## config.mk

```make
export PLATFORM = sky130hd
export DESIGN_NAME = spi_rx_deser
export DESIGN_NICKNAME = d
export VERILOG_FILES = /design/src/rtl/spi_rx_deser.sv
export SDC_FILE = /design/constraint.sdc
export NUM_CORES = 1
export LEC_CHECK = 0
export ABC_CLOCK_PERIOD_IN_PS = 3900
export CAP_MARGIN = 0
export CORE_MARGIN = 2
export CORE_UTILIZATION = 50
export CTS_CLUSTER_DIAMETER = 80
export DETAILED_ROUTE_END_ITERATION = 16
export PLACE_DENSITY = 0.69
export SETUP_SLACK_MARGIN = 0.1
export SYNTH_ARGS = -nofsm -noshare
export SYNTH_HDL_FRONTEND = slang
export SYNTH_SLANG_ARGS = --single-unit
```

## constraint.sdc

```tcl
create_clock -name clk -period 3.9 [get_ports clk]
set_input_delay 0.78 -clock clk [delete_from_list [all_inputs] [get_ports clk]]
set_output_delay 0.78 -clock clk [all_outputs]
set_load 0.02 [all_outputs]
```

## src/rtl/spi_rx_deser.sv

```systemverilog
// spi_rx_deser: MSB-first serial receiver, async pins synchronised onto clk.
// Optional mid-word idle timeout enabled by defining SPI_RX_TIMEOUT_EN.
module spi_rx_deser #(
    parameter int WIDTH       = 8,
    parameter int SYNC_STAGES = 2,
    parameter int TIMEOUT     = 255
) (
    input  logic             clk,
    input  logic             rst_n,
    input  logic             serial_clock,
    input  logic             serial_in,
    input  logic             cs_n,
    input  logic             rd_en,
    output logic [WIDTH-1:0] data_out,
    output logic             data_valid,
    output logic             overrun,
    output logic             aborted
);

    localparam int CW = $clog2(WIDTH + 1);

    typedef enum logic {
        IDLE,
        SHIFT
    } state_t;

    if (SYNC_STAGES < 2 || TIMEOUT < 1) begin : g_bad_cfg
        $error("spi_rx_deser: illegal parameter set");
    end

    logic [SYNC_STAGES-1:0] sclk_sync;
    logic [SYNC_STAGES-1:0] sin_sync;
    logic [SYNC_STAGES-1:0] csn_sync;
    logic                   sclk_q;

    logic                   sclk_s;
    logic                   sin_s;
    logic                   csn_s;
    logic                   edge_det;

    state_t                 state;
    logic [CW-1:0]          bit_cnt;
    logic [WIDTH-1:0]       shreg;
    logic [WIDTH-1:0]       shreg_nxt;
    logic                   last_bit;
    logic                   tmo_hit;

    logic [WIDTH-1:0]       word_q;
    logic                   word_done;

    always_ff @(posedge clk or negedge rst_n) begin
        if (!rst_n) begin
            sclk_sync <= '0;
            sin_sync  <= '0;
            csn_sync  <= '0;
            sclk_q    <= 1'b0;
        end else begin
            sclk_sync <= {sclk_sync[SYNC_STAGES-2:0], serial_clock};
            sin_sync  <= {sin_sync[SYNC_STAGES-2:0], serial_in};
            csn_sync  <= {csn_sync[SYNC_STAGES-2:0], cs_n};
            sclk_q    <= sclk_s;
        end
    end

    assign sclk_s    = sclk_sync[SYNC_STAGES-1];
    assign sin_s     = sin_sync[SYNC_STAGES-1];
    assign csn_s     = csn_sync[SYNC_STAGES-1];
    assign edge_det  = sclk_s & ~sclk_q;
    assign shreg_nxt = {shreg[WIDTH-2:0], sin_s};
    assign last_bit  = (bit_cnt == CW'(WIDTH - 1));

`ifdef SPI_RX_TIMEOUT_EN
    localparam int IW = $clog2(TIMEOUT + 1);

    logic [IW-1:0] idle_cnt;
    logic          idle_run;

    // Counts only while a partial word is held and no edge arrives.
    assign idle_run = (state == SHIFT) && !csn_s && !edge_det
                      && (bit_cnt != '0);
    assign tmo_hit  = idle_run && (idle_cnt == IW'(TIMEOUT - 1));

    always_ff @(posedge clk or negedge rst_n) begin
        if (!rst_n) begin
            idle_cnt <= '0;
        end else if (!idle_run || tmo_hit) begin
            idle_cnt <= '0;
        end else begin
            idle_cnt <= idle_cnt + 1'b1;
        end
    end
`else
    assign tmo_hit = 1'b0;
`endif

    always_ff @(posedge clk or negedge rst_n) begin
        if (!rst_n) begin
            state     <= IDLE;
            bit_cnt   <= '0;
            shreg     <= '0;
            word_q    <= '0;
            word_done <= 1'b0;
            aborted   <= 1'b0;
        end else begin
            word_done <= 1'b0;
            aborted   <= 1'b0;
            unique case (state)
                IDLE: begin
                    bit_cnt <= '0;
                    shreg   <= '0;
                    if (!csn_s) begin
                        state <= SHIFT;
                    end
                end
                SHIFT: begin
                    // cs_n deassertion outranks a coincident serial edge
                    if (csn_s) begin
                        state   <= IDLE;
                        bit_cnt <= '0;
                        shreg   <= '0;
                        aborted <= (bit_cnt != '0);
                    end else if (edge_det) begin
                        shreg <= shreg_nxt;
                        if (last_bit) begin
                            bit_cnt   <= '0;
                            word_q    <= shreg_nxt;
                            word_done <= 1'b1;
                        end else begin
                            bit_cnt <= bit_cnt + 1'b1;
                        end
                    end else if (tmo_hit) begin
                        bit_cnt <= '0;
                        shreg   <= '0;
                        aborted <= 1'b1;
                    end
                end
                default: begin
                    state <= IDLE;
                end
            endcase
        end
    end

    // A read in the completion cycle frees the slot for the new word.
    always_ff @(posedge clk or negedge rst_n) begin
        if (!rst_n) begin
            data_out   <= '0;
            data_valid <= 1'b0;
            overrun    <= 1'b0;
        end else begin
            overrun <= 1'b0;
            if (word_done) begin
                if (!data_valid || rd_en) begin
                    data_out   <= word_q;
                    data_valid <= 1'b1;
                end else begin
                    overrun <= 1'b1;
                end
            end else if (rd_en) begin
                data_valid <= 1'b0;
            end
        end
    end

endmodule

```

Word level (Yosys, flattened, before mapping). Cells that the tools add are included.

Bitwise gates (word level): 4. Add/subtract/negate cells: 1. Eq/ne operators: 3. Reductions and logical operators: 7. Multiplexer cells: 19.

Operators by type and width (number): 2-to-1 mux 7 bit (2); case mux 7 bit (2 select lines) (1); 2-to-1 mux 1 bit (12); 2-to-1 mux 4 bit (3); case mux 4 bit (2 select lines) (1); adder 4 x 1 -> 4 bit, second input constant (1); == test 4 x 3 -> 1 bit, second input constant (1); AND reduction 2 bit (2); AND reduction 4 bit (1); nonzero test 4 bit (1); inequality test 3 bit, second input constant (1); inverter 1 bit (3); inequality test 2 x 1 -> 1 bit, second input constant (1); nonzero test 2 bit (1); bitwise AND 1 bit (1); zero test 1 bit (1); logical OR 1 bit (1).

Word-level logic and storage cells: 47. Bits in registers: 39.

Logic depth before layout (Yosys ltp).
Word-level depth: 5. Gate-level depth with buffers: 5.

Worst setup path before layout. OpenSTA, ideal clock, no wires.

Path kind: register to register. Start: register sclk_q. End: register word_q[0]. Data required time: 3775 ps. Cell stages (with the launch flop): 6. Path slack: 2195 ps. Data arrival time: 1580 ps. Path buffers: 2. Cell sequence: dfrtp_1 > nand2b_1 > buf_6 > or4_4 > buf_6 > mux2_4.

Word-level cells in the longest chain between the ends: 3.

RTL lines: start, declared (line 34) `logic sclk_q;`; start signal, assigned (line 61) `sclk_q <= sclk_s;`; inverter 1 bit (line 68) `assign edge_det = sclk_s & ~sclk_q;`; bitwise AND 1 bit (line 68); AND reduction 4 bit (no line); end signal, assigned (line 126) `word_q <= shreg_nxt;`; end, declared (line 48) `logic [WIDTH-1:0] word_q;`.

Every way passes these cells. A chain may end at the register's enable or synchronous reset.

Final worst setup path.
Start: register data_out[6]. End: output data_out[6].

RTL lines: start, declared (line 14) `output logic [WIDTH-1:0] data_out,`; start signal, assigned (line 154) `data_out <= word_q;`.

No word-level cell between the ends.

==> qor.yml <==
vias_per_cell: 5.346
clockPowerShare_pct: 31.9
period_share_pct: 53.60
numCtsBuffers: 5
cp_slowest_cell: "clkdlybuf4s50_1"
die_area_um2: 3428
clkTransAtPathRegs_ns: 0.11
grt_pass1_vias: 866
ant_nets: 0
crit_chain: "clkdlybuf4s50_1"
rsz0062_at_grt: "false"
start_kind: "flop"
yosysWarnings: 0
start_util_pct: 53.49
grt.overflow.total: 0
synth_common_cells: "dfrtp_1, nand2_1, a21oi_1, mux2_2, mux2_4"
critical_path_class: "reg2out"
synthFlopType: "dfrtp_1"
cp.required_ns: 3.12
power_switching_w: 0.0001362
ys_ff_latch: 39
wl_um: 2128
critPathArrivalTime_ns: 1.31
fill_cells: 226
clock_latency_ns: 0.34
ys_seq_area_share_pct: 65.60
p_leak_nw: 0.8241
rows: 19
synthArstFlopShare_pct: 100.0
combinationalPowerShare_pct: 3.2
hold_buffers: 0
dpl.hpwl_um: 1428
grt_pass1_wl_um: 3774
cts_tree: "done"
synth_nets: 120
register_area_um2: 975.9
intPower_w: 0.0004992
fp.dieW_um: 58.55
crit_family: "buffers and inverters"
antenna_found_initial: 0
max_freq_ghz: 0.4784
yosysMostFrequentCell: "dfrtp_1"
syn-cell-area_um2: 1488
cellPowerDensity_nw_per_um2: 372.0
synth_cells: 112
synth_area_leaders: "dfrtp_1, mux2_4, mux2_2, nand2_1, a21oi_1"
worstMarginPinSlew_ns: 0.8095
place.gp.congestion: 0.7255
htreeDepth: 2
status: "finished clean"
slew_violations: 0
hold_class: "reg2reg"
synth_top_cell_by_area: "dfrtp_1"
cts_resized: 0
skew_ns: 0.01116
grt_max_degree: 40
core_um2: 2781
multi_input_area_um2: 462.9
cp_num_buf_inv: 1
cts.sinks: 39
n_antenna_cell: 0
port_buffers: 16
vias: 866
cts_buffer_depth: 2
max_stage_delay_ns: 0.60
critPathMaxFanout: 2
drt_iter0_markers: 9
grt_usage_pct: 15.44
crit_path_end_kind: "output pin"
setup_viol: 0
tns_ns: 0
relSlewSlack_pct: 46.03
synth_edf_count: 0
final_net_count: 139
areaGrowthSynthToFinish_pct: 14.80
finalHoldViolCount: 0
drc: 0
yosysUniqueCellTypes: 18
power_w: 0.0006353
ios: 17
maxCapViolations: 0
avgSynthCellArea_um2: 13.28
ir_worst_vdd_mv: 0.2908
layout-drive-gt1-share_pct: 20.61
dr.pass1.iters: 4
period_needed_ns: 2.090
p_sw_share_pct: 21.43
pwr-share-seq_pct: 64.8
wl_per_cell_um: 13.14
dieHeight_um: 58.55
cts_root_buf: "clkbuf_4"
post-cts-setup-buffers: 0
synth_top_area_share_pct: 65.60
## through the flow
stage / std cells / hold slack (ns) / instance area, um2 / worst slack (ns) / util, %
after floorplan: 112 / 0.3312 / 1488 / 2.195 / -
after global placement: 155 / 0.3331 / 1652 / 1.788 / 59.38
after detailed placement: 155 / 0.3381 / 1652 / 1.749 / 59.38
after CTS: 162 / 0.3632 / 1708 / 1.787 / 61.40
after global routing: 162 / 0.3655 / 1708 / 1.750 / 61.40
final: 162 / 0.3574 / 1708 / 1.810 / 61.40
## path summary, 6_finish.rpt
| path | depth (start not counted) | slack [ns] | endpoint | from |
|---|---|---|---|---|
| setup / recovery | 1 | 1.81 | data_out[6] | data_out[6] |
| hold / removal | 0 | 0.36 | csn_sync[1] | csn_sync[0] |
| setup reg to reg | 3 | 2.02 | word_q[1] | sclk_q |
| hold reg to reg | 0 | 0.36 | csn_sync[1] | csn_sync[0] |
| max in group asynchronous | 1 | 2.87 | sclk_sync[0] | rst_n |
| min in group asynchronous | 1 | 0.52 | word_q[3] | rst_n |
## cell type report
cell class	count	area share [%]
Clock buffer	6	3.004
Clock inverter	1	0.2930
Multi-Input combinational cell	64	27.11
Tap cell	31	2.271
Inverter	5	1.099
Sequential cell	39	57.14
Timing Repair Buffer	16	9.084
## layout by cell type (no fill, tap or decap)
master            n
nand2_1          22
clkdlybuf4s50_1  15
clkbuf_8          1
o21ai_0           1
ha_1              2
nor2_1            3
clkbuf_4          5
mux2_4            8
and2b_2           1
inv_1             5
nand2b_1          3
or4b_2            1
nand3b_1          1
a21oi_1          11
dfrtp_1          39
nand4b_1          1
mux2_2            8
xor2_1            1
clkinv_2          1
buf_2             1
or4_4             1
## power groups by stage
| stage | sequential (W) | combinational [W] | clock (W) |
|---|---|---|---|
| after floorplan | 0.000419 | 0.00000837 | 0 |
| after global placement | 0.000420 | 0.0000208 | 0 |
| after detailed placement | 0.000420 | 0.0000211 | 0 |
| after CTS | 0.000412 | 0.0000211 | 0.000212 |
| after global routing | 0.000413 | 0.0000239 | 0.000225 |
| final | 0.000412 | 0.0000204 | 0.000203 |
## kinds of logic after synthesis
kind of cell | Yosys count | share of synthesized area [%]
compound gates | 12 | 4.036
xor+xnor | 1 | 0.5888
fa+ha+maj | 2 | 1.682
buf+inv | 9 | 3.280
flops | 39 | 65.60
mux | 16 | 14.13
simple gates | 33 | 10.68
## sequential cells by signal (all words and copies together), names as in the netlist, 2 cells and up
| signal | flops |
|---|---|
| sin_sync | 2 |
| bit_cnt | 4 |
| data_out | 8 |
| word_q | 8 |
| shreg | 7 |
| sclk_sync | 2 |
| csn_sync | 2 |
## per-layer routing
| metal | wire (um) | vias to the layer above | GRT usage (%) |
|---|---|---|---|
| li1 | - | 409 | - |
| met4 | 36 | 0 | 7.309 |
| met1 | 939 | 431 | 17.46 |
| met3 | 129 | 4 | 6.593 |
| met2 | 1024 | 22 | 25.20 |
| met5 | 0 | - | 0 |
No activity file was read; power rests on OpenSTA's default activity.
